[src/rtl/display_arbiter_if.sv]
// display_arbiter_if
//   Bundle between the per-source display counters and the display arbiter.
//   The requester side (master) drives the strobe, the request levels, the
//   source words and the rotation lock. The arbiter side (slave) returns the
//   one-hot grant, the owner index, the busy flag, the registered display
//   word and the grant-change pulse.
//
//   Parameters
//     n_req : number of requesters (2..4)
//     w     : display word width, one nibble per digit
//
//   Signals
//     en           : one-cycle time strobe
//     req          : per-source request, level sensitive
//     data         : source words, source i at [i*w +: w]
//     lock         : freezes rotation (does not block release)
//     grant        : one-hot owner, or all zero
//     owner        : owner index, meaningful only while busy
//     busy         : some source is granted
//     number       : registered word of the current owner
//     switch_pulse : one-cycle flag on every grant change
interface display_arbiter_if #(
  parameter int n_req = 4,
  parameter int w     = 24
);
  logic                 en;
  logic [n_req-1:0]     req;
  logic [n_req*w-1:0]   data;
  logic                 lock;
  logic [n_req-1:0]     grant;
  logic [1:0]           owner;
  logic                 busy;
  logic [w-1:0]         number;
  logic                 switch_pulse;

  modport master (
    output en, req, data, lock,
    input  grant, owner, busy, number, switch_pulse
  );

  modport slave (
    input  en, req, data, lock,
    output grant, owner, busy, number, switch_pulse
  );
endinterface

[src/rtl/display_arbiter.sv]
// display_arbiter
//   Time-shares the six-digit seven-segment display between up to four
//   sources. Grants are round-robin; once a source owns the display it keeps
//   it for a minimum number of slow strobes before rotation is allowed, so
//   the readout stays legible. A source that drops its request releases the
//   display immediately, regardless of lock, strobe or hold count.
//
//   Parameters
//     n_req      : number of requesters, legal 2..4
//     w          : display word width
//     hold_width : width of the hold counter
//     hold_min   : strobes an owner keeps the display before it may rotate,
//                  must be below 2**hold_width
//
//   Ports
//     clk     : clock, rising edge
//     reset_n : asynchronous reset, active low; clears every output at once
//     bus     : slave side of display_arbiter_if (en, req, data, lock in;
//               grant, owner, busy, number, switch_pulse out)
//
//   switch_pulse is raised for one cycle whenever the grant vector changes,
//   including a release that leaves the display idle.
module display_arbiter #(
  parameter int n_req      = 4,
  parameter int w          = 24,
  parameter int hold_width = 4,
  parameter int hold_min   = 4
) (
  input  logic                clk,
  input  logic                reset_n,
  display_arbiter_if.slave    bus
);

  typedef enum logic {
    IDLE = 1'b0,
    OWN  = 1'b1
  } state_t;

  state_t                 state_reg;
  logic [n_req-1:0]       grant_reg;
  logic [1:0]             owner_reg;
  logic [1:0]             last_reg;
  logic                   busy_reg;
  logic                   switch_pulse_reg;
  logic [w-1:0]           number_reg;
  logic [hold_width-1:0]  hold_reg;

  // Source words split out of the flat data bus.
  logic [w-1:0] words [n_req];

  generate
    for (genvar gi = 0; gi < n_req; gi++) begin : g_word
      assign words[gi] = bus.data[gi*w +: w];
    end
  endgenerate

  logic             any_req;
  logic             owner_req;
  logic             other_req;
  logic             hold_full;
  logic             win_found;
  logic [1:0]       win_idx;
  logic [1:0]       cand;
  logic [n_req-1:0] win_onehot;
  logic             take_grant;
  logic             go_idle;

  assign any_req    = |bus.req;
  assign owner_req  = |(bus.req & grant_reg);
  assign other_req  = |(bus.req & ~grant_reg);
  assign hold_full  = (hold_reg == hold_width'(hold_min));
  assign win_onehot = n_req'(1) << win_idx;

  // Cyclic scan starting just after the last owner. Because last always
  // equals the current owner while one exists, the owner is visited last
  // and therefore only wins when it is the sole requester.
  always_comb begin
    win_found = 1'b0;
    win_idx   = '0;
    cand      = '0;
    for (int off = 1; off <= n_req; off++) begin
      cand = 2'((int'(last_reg) + off) % n_req);
      if (!win_found && bus.req[cand]) begin
        win_found = 1'b1;
        win_idx   = cand;
      end
    end
  end

  // Decision for this edge. Release is evaluated before rotation, so a
  // dropped request always moves the display even while locked.
  always_comb begin
    take_grant = 1'b0;
    go_idle    = 1'b0;
    unique case (state_reg)
      IDLE: take_grant = any_req;
      OWN: begin
        if (!owner_req) begin
          take_grant = any_req;
          go_idle    = !any_req;
        end else if (bus.en && hold_full && !bus.lock && other_req) begin
          take_grant = 1'b1;
        end
      end
      default: ;
    endcase
  end

  always_ff @(posedge clk or negedge reset_n) begin
    if (!reset_n) begin
      state_reg        <= IDLE;
      grant_reg        <= '0;
      owner_reg        <= '0;
      last_reg         <= 2'(n_req - 1);
      busy_reg         <= 1'b0;
      switch_pulse_reg <= 1'b0;
      number_reg       <= '0;
      hold_reg         <= '0;
    end else begin
      switch_pulse_reg <= 1'b0;
      if (take_grant) begin
        // win_found is implied: take_grant needs at least one other request.
        state_reg        <= OWN;
        grant_reg        <= win_onehot;
        owner_reg        <= win_idx;
        last_reg         <= win_idx;
        busy_reg         <= 1'b1;
        number_reg       <= words[win_idx];
        hold_reg         <= '0;
        switch_pulse_reg <= 1'b1;
      end else if (go_idle) begin
        state_reg        <= IDLE;
        grant_reg        <= '0;
        busy_reg         <= 1'b0;
        number_reg       <= '0;
        hold_reg         <= '0;
        switch_pulse_reg <= 1'b1;
      end else if (state_reg == OWN) begin
        // Holding: count strobes up to hold_min and keep following the
        // owner's live word.
        if (bus.en && !hold_full) begin
          hold_reg <= hold_reg + hold_width'(1);
        end
        number_reg <= words[owner_reg];
      end else begin
        number_reg <= '0;
      end
    end
  end

  assign bus.grant        = grant_reg;
  assign bus.owner        = owner_reg;
  assign bus.busy         = busy_reg;
  assign bus.number       = number_reg;
  assign bus.switch_pulse = switch_pulse_reg;

endmodule
[src/flat_wrapper.sv]
// flat-port wrapper written by rule: the top's interface ports become plain ports
module display_arbiter_flat 
#(
  parameter int n_req      = 4,
  parameter int w          = 24,
  parameter int hold_width = 4,
  parameter int hold_min   = 4
)
  (clk, reset_n, bus_en, bus_req, bus_data, bus_lock, bus_grant, bus_owner, bus_busy, bus_number, bus_switch_pulse);
  display_arbiter_if #(.n_req(n_req), .w(w)) bus_i ();
  input  logic clk;
  input  logic reset_n;
  input wire logic [$bits(bus_i.en)-1:0] bus_en;
  input wire logic [$bits(bus_i.req)-1:0] bus_req;
  input wire logic [$bits(bus_i.data)-1:0] bus_data;
  input wire logic [$bits(bus_i.lock)-1:0] bus_lock;
  output wire logic [$bits(bus_i.grant)-1:0] bus_grant;
  output wire logic [$bits(bus_i.owner)-1:0] bus_owner;
  output wire logic [$bits(bus_i.busy)-1:0] bus_busy;
  output wire logic [$bits(bus_i.number)-1:0] bus_number;
  output wire logic [$bits(bus_i.switch_pulse)-1:0] bus_switch_pulse;
  assign bus_i.en = bus_en;
  assign bus_i.req = bus_req;
  assign bus_i.data = bus_data;
  assign bus_i.lock = bus_lock;
  assign bus_grant = bus_i.grant;
  assign bus_owner = bus_i.owner;
  assign bus_busy = bus_i.busy;
  assign bus_number = bus_i.number;
  assign bus_switch_pulse = bus_i.switch_pulse;
  display_arbiter #(.n_req(n_req), .w(w), .hold_width(hold_width), .hold_min(hold_min)) u_core (.clk(clk), .reset_n(reset_n), .bus(bus_i));
endmodule
[config.mk]
export PLATFORM = sky130hd
export DESIGN_NAME = display_arbiter_flat
export DESIGN_NICKNAME = d
export VERILOG_FILES = /design/src/rtl/display_arbiter_if.sv /design/src/rtl/display_arbiter.sv /design/src/flat_wrapper.sv
export SDC_FILE = /design/constraint.sdc
export NUM_CORES = 1
export LEC_CHECK = 0
export ABC_CLOCK_PERIOD_IN_PS = 3500
export BUFFER_PORTS_ARGS = -buffer_cell sky130_fd_sc_hd__buf_2
export CORE_UTILIZATION = 51
export DETAILED_ROUTE_END_ITERATION = 7
export HOLD_SLACK_MARGIN = 0.1
export PLACE_DENSITY_LB_ADDON = 0.05
export SYNTH_ARGS = -nofsm -noshare
export SYNTH_HDL_FRONTEND = slang
export SYNTH_SLANG_ARGS = --single-unit
[constraint.sdc]
create_clock -name clk -period 3.5 [get_ports clk]
set_clock_uncertainty 0.1 [all_clocks]
set_input_delay 0.7 -clock clk [delete_from_list [all_inputs] [get_ports clk]]
set_output_delay 0.7 -clock clk [all_outputs]
set_load 0.05 [all_outputs]
==> impl_metrics.py <==
metrics = {
    "run_status": {
        "status": "finished, final reports clean",
    },
    "cells_and_area": {
        "final_layout_size_suffix_gt1_share_pct": 54.3,
        "antennaDiodeCount": 0,
        "largest_reg_flops": 24,
        "syn2layout_area_growth_pct": 26.6,
        "fin_nets": 473,
        "final-seq-area_sq_um": 955,
        "multi_input_area_sq_um": 1830,
        "fillers": 468,
    },
    "power_and_ir_drop": {
        "power.internal_w": 0.00169,
        "p_sw_w": 0.00177,
        "power_w": 0.00346,
        "p_leak_nw": 1.77,
        "power_frac_seq_pct": 23.4,
        "p_clk_share_pct": 9.1,
        "power.density_nw_per_um2": 929,
        "ir_drop_mv": 0.418,
        "combPwrFrac_pct": 67.5,
        "swShare_pct": 51.0,
    },
    "floorplanning": {
        "num_rows": 27,
        "die_x_microns": 78.0,
        "dieArea_sq_um": 6080,
        "ioPinCount": 136,
        "design.core.area_sq_um": 5540,
        "die_h_microns": 78.0,
        "initial_utilization_pct": 53.1,
    },
    "placed_design": {
        "portBuffers": 135,
        "gp_congestion": 0.823,
        "hpwl_mm": 5.49,
        "dp_slack_ns": 0.909,
    },
    "logic_synthesis": {
        "ys_ff_latch": 38,
        "syn_avg_cell_area_sq_um": 12.3,
        "syn-cell-area_sq_um": 2940,
        "synthCells": 239,
        "synth_nets": 345,
        "synthDistinctLibCells": 35,
        "yosysSeqAreaShare_pct": 32.4,
        "synth_warnings": 0,
    },
    "timing": {
        "timing.final.crit_share_pct": 66.6,
        "slew_headroom_pct": 42.9,
        "rsz0062_at_grt": "false",
        "setup_violations": 0,
        "worstMarginPinSlew_ns": 0.857,
        "slew_violations": 0,
        "hold_viol_final": 0,
        "clock.fmax_ghz": 0.429,
        "period_needed_ns": 2.33,
        "tns_ns": 0,
        "fin_ws_ns": 1.17,
    },
    "global_routing": {
        "grt_max_degree": 39,
        "grt_use_total_pct": 25.6,
        "grt_pass1_vias": 2572,
        "antenna_found_initial": 0,
        "overflow": 0,
        "grt_pass1_wl_mm": 12.0,
    },
    "worst_setup_path": {
        "cp_slowest_stage_delay_ns": 0.43,
        "cpMaxStageDelayCell": "or2_1",
        "crit_path_cell_trace": "inv_1 -> ha_1 -> nand3b_1 -> nor3b_2 -> a21oi_4 -> or2_1 -> buf_4 -> o221ai_2",
        "r2r_cells": 8,
        "end_kind": "flop",
        "critPathLaunchType": "flop",
        "critPathMaxFanout": 17,
        "cp.arrival_ns": 2.41,
        "required_ns": 3.58,
        "criticalPathCategory": "flop to flop",
    },
    "detailed_routing": {
        "routed_wl_mm": 7.46,
        "via_count": 2622,
        "drt_iter0_drc": 102,
        "remaining_drc_errors": 0,
        "ant_nets": 0,
        "wl_per_cell_microns": 16.9,
        "vias_per_cell": 5.96,
        "drt_pass1_iterations": 7,
    },
    "clocking": {
        "cts_buffers": 5,
        "hold_buffers": 0,
        "post_cts_buffers": 0,
        "post_cts_resized": 0,
        "cts_tree": "done",
        "clk-insertion-delay-late_ns": 0.29,
        "cts_buffer_depth": 2,
        "cts_sinks": 38,
        "h-tree-depth": 2,
        "clk_pin_slew_ns": 0.08,
        "cts_root_buffer": "clkbuf_8",
    },
    "flow_run": {
        "cap_violations": 0,
    },
    "min_path": {
        "min_path_type": "input pin to async pin",
    },
}
[critical path: cells and delay by family, from the launching register on]
kind / cells / cell delay, ns
buffers and inverters: 2 / 0.44
adder cells (fa/ha/maj): 1 / 0.19
AND/OR/NAND/NOR: 3 / 0.64
flip-flops: 1 / 0.41
AO/OA/AOI/OAI: 2 / 0.41
[power groups by stage]
stage	Clock (W)	Sequential [W]	Combinational (W)
detailed placement	0	0.000817	0.00235
floorplan	0	0.00135	0.00137
finish	0.000316	0.000809	0.00233
global placement	0	0.000818	0.00231
global route	0.000336	0.000836	0.00249
CTS	0.000320	0.000811	0.00235
[final timing paths]
path                                    start                     to  slack (ns)
setup / recovery           u_core.hold_reg[0]  u_core.bus.number[12]        1.17
hold / removal                        reset_n     u_core.hold_reg[1]        0.41
setup reg to reg           u_core.hold_reg[0]  u_core.bus.number[12]        1.17
hold reg to reg            u_core.last_reg[1]     u_core.last_reg[1]        0.45
max in group asynchronous             reset_n    u_core.bus.owner[0]        2.30
min in group clk           u_core.last_reg[1]     u_core.last_reg[1]        0.45
[synthesized netlist by cell type]
master / number / area (sq um)
a211o_1: 1 / 8.76
a21oi_1: 5 / 25.0
a21oi_2: 1 / 8.76
a22o_1: 2 / 17.5
and2_1: 1 / 6.26
and2b_1: 1 / 7.51
buf_12: 1 / 20.0
buf_2: 5 / 25.0
buf_4: 5 / 37.5
buf_6: 3 / 33.8
buf_8: 1 / 15.0
clkbuf_1: 6 / 22.5
dfrtp_1: 36 / 901
dfstp_2: 2 / 52.6
ha_1: 2 / 25.0
inv_1: 7 / 26.3
mux2_2: 2 / 22.5
mux2i_1: 50 / 500
mux4_2: 24 / 541
nand2_1: 29 / 109
nand2b_1: 5 / 31.3
nand3_1: 1 / 5.00
nand3b_1: 2 / 15.0
nand3b_2: 1 / 11.3
nand4_1: 2 / 12.5
nor2_1: 2 / 7.51
nor3b_2: 1 / 12.5
o2111ai_1: 1 / 8.76
o21ai_0: 3 / 15.0
o21ai_1: 3 / 15.0
o221ai_1: 7 / 61.3
o221ai_2: 18 / 270
o2bb2ai_1: 6 / 52.6
or2_1: 2 / 12.5
or4_1: 1 / 7.51
[routing by layer]
| layer | vias to the layer above | share of wire [%] | global-route usage (%) | wire length, microns |
|---|---|---|---|---|
| met3 | 10 | 7.1 | 6.47 | 533 |
| met4 | 0 | 1.4 | 7.96 | 105 |
| met1 | 1306 | 40 | 31.2 | 2970 |
| met2 | 104 | 52 | 44.5 | 3850 |
| met5 | - | 0 | 0 | 0 |
| li1 | 1202 | - | - | - |
[kinds of logic after synthesis]
group	Yosys count	share of synthesized area (%)
compound gates	47	16.4
fa+ha+maj	2	0.850
buf+inv	28	6.12
mux	76	36.1
simple gates	48	8.08
flops	38	32.4
[stage by stage]
step	util [%]	hold slack [ns]	area [sq um]	cells
detailed placement	65.6	0.437	3630	432
global placement	65.6	0.421	3630	432
CTS	67.2	0.436	3720	440
global route	67.2	0.475	3720	440
finish	67.2	0.413	3720	440
floorplan	-	0.304	2940	239
[placed cells by master (no fill, tap or decap), types with 6 or more instances in the layout]
cell type / count
buf_2: 135
mux2i_1: 50
dfrtp_1: 35
nand2_1: 29
mux4_2: 24
o221ai_2: 18
inv_1: 7
buf_4: 7
o221ai_1: 6
o2bb2ai_1: 6
clkbuf_8: 6
[cell type report]
type	count	area share, %
clock inverters	1	0.134
inverters	7	0.705
multi-input cells	173	49.2
well taps	72	2.42
clock buffers	7	2.32
flip-flops and latches	38	25.6
repair buffers	142	19.5
Note: power is estimated with default switching activity, not from simulation.
